<file path="config.mk">
export PLATFORM = sky130hd
export DESIGN_NAME = sipo_deser
export DESIGN_NICKNAME = d
export VERILOG_FILES = /design/src/rtl/sipo_deser.sv
export SDC_FILE = /design/constraint.sdc
export NUM_CORES = 1
export LEC_CHECK = 0
export CORE_MARGIN = 1.5
export CORE_UTILIZATION = 25
export DETAILED_ROUTE_END_ITERATION = 10
export MAX_ROUTING_LAYER = met4
export PLACE_DENSITY = 0.45
export SETUP_SLACK_MARGIN = 0.02
export SKIP_CTS_REPAIR_TIMING = 1
export SLEW_MARGIN = 30
export SYNTH_ARGS = -nofsm -noshare
export SYNTH_HDL_FRONTEND = slang
export SYNTH_SLANG_ARGS = --single-unit
</file>
<file path="constraint.sdc">
create_clock -name clk -period 1.9 [get_ports clk]
set_clock_uncertainty 0.2 [all_clocks]
set_input_delay 0.38 -clock clk [delete_from_list [all_inputs] [get_ports clk]]
set_output_delay 0.38 -clock clk [all_outputs]
set_load 0.05 [all_outputs]
</file>
<file path="src/rtl/sipo_deser.sv">
// ============================================================================
//  Module      : sipo_deser
//  Description : LSB-first serial-in parallel-out deserializer, double-buffered
//                with a valid/ready output. Optional macro PARITY_CHECK_EN adds
//                a trailing even-parity bit per frame.
//  Revision    : 1.0  initial release
// ============================================================================
`default_nettype none

module sipo_deser #(
    parameter  int WIDTH = 4,
    localparam int CNT_W = $clog2(WIDTH + 1)
) (
    input  logic             clk,
    input  logic             reset,
    input  logic             serial_in,
    input  logic             serial_valid,
    input  logic             clear,
    output logic [WIDTH-1:0] parallel_out,
    output logic             out_valid,
    input  logic             out_ready,
    output logic             busy,
    output logic [CNT_W-1:0] bit_cnt,
    output logic             overrun,
    output logic             parity_err
);

`ifdef PARITY_CHECK_EN
    localparam int c_FRAME = WIDTH + 1;
`else
    localparam int c_FRAME = WIDTH;
`endif
    localparam logic [CNT_W-1:0] c_LAST = CNT_W'(c_FRAME - 1);

    logic [WIDTH-1:0] r_sr;
    logic [CNT_W-1:0] r_cnt;
    logic [WIDTH-1:0] r_pout;
    logic             r_valid;
    logic             r_overrun;
    logic [WIDTH-1:0] w_shifted;
    logic [WIDTH-1:0] w_word;
    logic             w_complete;
    logic             w_accept;
    logic             w_drop;

    always_comb begin
        w_shifted  = {serial_in, r_sr[WIDTH-1:1]};
        w_complete = serial_valid && !clear && (r_cnt == c_LAST);
        w_accept   = w_complete && (!r_valid || out_ready);
        w_drop     = w_complete && r_valid && !out_ready;
`ifdef PARITY_CHECK_EN
        // The final strobe carries the parity bit, so the data is already in r_sr.
        w_word     = r_sr;
`else
        w_word     = w_shifted;
`endif
    end

    always_ff @(posedge clk) begin
        if (reset) begin
            r_sr  <= '0;
            r_cnt <= '0;
        end else if (clear) begin
            r_sr  <= '0;
            r_cnt <= '0;
        end else if (serial_valid) begin
            r_sr  <= w_shifted;
            r_cnt <= w_complete ? '0 : r_cnt + 1'b1;
        end
    end

    always_ff @(posedge clk) begin
        if (reset) begin
            r_pout    <= '0;
            r_valid   <= 1'b0;
            r_overrun <= 1'b0;
        end else begin
            r_overrun <= w_drop;
            if (w_accept) begin
                r_pout  <= w_word;
                r_valid <= 1'b1;
            end else if (r_valid && out_ready) begin
                r_valid <= 1'b0;
            end
        end
    end

`ifdef PARITY_CHECK_EN
    logic r_perr;

    always_ff @(posedge clk) begin
        if (reset) begin
            r_perr <= 1'b0;
        end else if (w_accept) begin
            r_perr <= ^{r_sr, serial_in};
        end
    end

    // Flag is only meaningful while its word is being offered.
    assign parity_err = r_perr && r_valid;
`else
    assign parity_err = 1'b0;
`endif

    assign parallel_out = r_pout;
    assign out_valid    = r_valid;
    assign overrun      = r_overrun;
    assign bit_cnt      = r_cnt;
    assign busy         = (r_cnt != '0);

endmodule

`default_nettype wire

</file>
==> out/qor.log, run 1 <==
[run_status] run status finished, final reports clean
[floorplan] DIE WIDTH 49.9 µm
[routing] violation count after the first detailed-route iteration 1
[sta] worst-case hold slack 0.269 ns
[yosys] Distinct cells, synth 18
[worst_hold_path] classification of the worst-slack hold path reg -> reg
[worst_setup_path] CP required 1.32 ns
[clocking] number of H-tree levels 1
[routing] count of vias placed by the detailed router 392
[power] power share of the clock group 39.3%
[sta] setup tns final 0 ns
[power] worst supply voltage drop on vdd 0.000308 V
[worst_setup_path] Critical Path End Type output port
[global_route] initial antenna violation count 0
[worst_setup_path] crit-path cells inv_1 -> ha_1 -> nand2_1 -> buf_12
[floorplan] Initial Utilization 27.2%
[clocking] buffer levels on the longest clock path 2
[yosys] synthesized net count 62
[global_route] GRT Residual Overflow 0
[routing] remaining antenna violation count 0
[cells_and_area] Sequential Area 241 µm²
[cells_and_area] fin area 743 µm²
[run] Max-cap violations 0
[yosys] mean instance size in the synthesized netlist 10.2 µm²
[clocking] clock tree from TritonCTS yes
[power] logic gate share of total power 10.8%
[floorplan] io pins 17
[worst_setup_path] CP startpoint kind register
[worst_setup_path] number of cells on the worst reg-to-reg path 4
[floorplan] placement row count 16
[place] Final Wtd Congestion 0.631
[sta] total of endpoints with negative setup slack in the final report 0
[cells_and_area] layout overhead on the synthesized area 35.3%
[routing] average routed wire per standard cell 9.51 µm
[sta] Highest Clock Rate 0.591 GHz
[power] Net Switching 0.115 mW
[floorplan] Die H 49.9 µm
[power] fraction of power consumed by sequential logic 49.9%
[clocking] Clk Tree Root Cell clkbuf_4
[floorplan] area of the placeable core 0.00202 mm²
[global_route] gr usage total 9.08%
[power] leakage power 0.300 nW
[routing] Residual DRC 0
[clocking] clock net sink count 12
[worst_setup_path] arrival time of data at the critical path endpoint 1.11 ns
[cells_and_area] fin nets 80
[routing] router iterations before antenna repair 2
[place] DP HPWL 738 µm
[yosys] Syn. warnings 0
[place] placed instance area 707 µm²
[cells_and_area] area of the multi-input gates 260 µm²
[sta] shortest clock period the worst path allows after layout 1.69 ns
[yosys] cell count after synthesis 54
[sta] fin. max-slew vios 0
[worst_hold_path] worst hold path stage count 2
[place] port buffer count 15
[power] sw frac 22.5%
[clocking] clock network latency to the later pin of the worst-skew pair 0.27 ns
[routing] Total Routed Length 932 µm
[sta] number of failing hold endpoints at the final stage 0
[power] Power per Cell Area 690 mW/mm²
[clocking] clock buffers created by TritonCTS 3
[cells_and_area] layout cells sized above 1 28.2%
[global_route] maximum number of pins on one net before global-route repair 11
[yosys] Cell Area, Synth 549 µm²
[cells_and_area] number of filler instances in the final layout 223
[worst_setup_path] longest individual stage delay on the worst path 0.36 ns
[worst_setup_path] slowest CP cell dfxtp_2
[sta] setup repair after global routing missed its margin false
[floorplan] area enclosed by the die boundary 0.00249 mm²
[global_route] via count of the first global-routing pass 368
[routing] detail-routed via count per cell 4.00
[yosys] Seq cells post-synth 12
[yosys] sequential fraction of the synthesis area 43.7%
[worst_setup_path] critical path start-end classification reg -> out
[worst_setup_path] maximum fanout along the worst path 4
[sta] portion of the clock cycle consumed by the worst path in the final layout 89.1%
[global_route] global-route wire length before repair 1600 µm
[cells_and_area] antenna cell count 0
[power] cell-internal power 0.397 mW
[clocking] clock slew at the register clock pins of the worst setup and hold paths 0.08 ns
-- logic make-up after synthesis --
| logic type | share of synthesized area (%) |
|---|---|
| AO/OA/AOI/OAI | 3.19 |
| adder cells (fa/ha/maj) | 4.56 |
| buffers and inverters | 8.88 |
| flip-flops | 43.7 |
| multiplexers | 14.6 |
| other | 0.683 |
| AND/OR/NAND/NOR | 24.4 |
-- synthesized netlist by cell type, drive strengths merged --
library cell  number  share of area (%)
nand3              1               0.91
a211oi             1                1.4
conb               1               0.68
clkbuf             2                1.4
nand2              1               0.68
mux2i              8                 15
buf                3                5.5
ha                 2                4.6
nor2               4                2.7
a21oi              2                1.8
nand2b            10                 11
nor3               1               0.91
nor2b              1                1.6
dfxtp             12                 44
nand4bb            1                5.0
inv                3                2.0
or2                1                1.1
-- metal layers --
layer | routed length, µm | up-vias | GRT usage [%]
li1 | - | 207 | -
met1 | 439 | 174 | 10.1
met2 | 431 | 9 | 12.9
met3 | 39 | 2 | 4.55
met4 | 21 | 0 | 5.56
met5 | 0 | - | -
-- path summary, 6_finish.rpt --
check / start / end / slack, ns
max reg2reg: bit_cnt[1] / parallel_out[0] / 0.42
max: bit_cnt[0] / busy / 0.21
min: r_sr[1] / parallel_out[0] / 0.27
min reg2reg: r_sr[1] / parallel_out[0] / 0.27
-- cell usage in the layout, fill, tap and decap left out, drive strengths merged --
| master | count |
|---|---|
| nor3 | 1 |
| a211oi | 1 |
| nand2b | 10 |
| nand4bb | 1 |
| or2 | 1 |
| ha | 2 |
| clkbuf | 4 |
| nand3 | 1 |
| inv | 3 |
| a21oi | 2 |
| conb | 1 |
| clkdlybuf4s50 | 5 |
| dfxtp | 12 |
| nor2b | 1 |
| mux2i | 8 |
| buf | 13 |
| nor2 | 4 |
| nand2 | 1 |
-- flip-flops by register name, summed over array words and instances (netlist names) --
register and flops:
parallel_out 4, overrun 1, out_valid 1, bit_cnt 3, r_sr 3
-- final cells by class --
| class | instances | share of cell area [%] |
|---|---|---|
| tap | 27 | 4.55 |
| clock buffer | 4 | 4.88 |
| sequential | 12 | 32.5 |
| timing repair buffer | 18 | 21.5 |
| multi-input combinational | 34 | 35.0 |
| inverter | 3 | 1.52 |
-- per-stage QoR --
step,worst slack (ns),instances,power (mW),utilization (%)
4_1_cts,0.183,98,0.522,36.8
3_5_place_dp,0.0717,94,0.318,35.0
2_1_floorplan,0.0625,54,0.297,-
5_1_grt,0.130,98,0.539,36.8
6_report,0.207,98,0.513,36.8
3_3_place_gp,0.0723,94,0.319,35.0
-- power by group through the flow --
| stage | Combinational [mW] | Clock (mW) | Sequential [mW] |
|---|---|---|---|
| after detailed placement | 0.0565 | 0 | 0.262 |
| after global routing | 0.0598 | 0.223 | 0.256 |
| after CTS | 0.0567 | 0.210 | 0.256 |
| after global placement | 0.0570 | 0 | 0.262 |
| after floorplan | 0.0314 | 0 | 0.266 |
| final | 0.0556 | 0.201 | 0.256 |
-- worst max-delay path, delay by kind of cell (launching register included) --
| kind | cells | cell delay (ns) |
|---|---|---|
| adder cells (fa/ha/maj) | 1 | 0.18 |
| AND/OR/NAND/NOR | 1 | 0.11 |
| flip-flops | 1 | 0.36 |
| buffers and inverters | 2 | 0.20 |
(Power assumes the default switching activity.)
==> run 2, diff against run 1 <==
--- a/config.mk
+++ b/config.mk
@@ -12,7 +12,7 @@
 export PLACE_DENSITY = 0.45
 export SETUP_SLACK_MARGIN = 0.02
 export SKIP_CTS_REPAIR_TIMING = 1
-export SLEW_MARGIN = 30
+export SLEW_MARGIN = 20
 export SYNTH_ARGS = -nofsm -noshare
 export SYNTH_HDL_FRONTEND = slang
 export SYNTH_SLANG_ARGS = --single-unit
==> results of run 2 <==
Same layout as run 1: the final DEF is identical, and so are final timing and power.
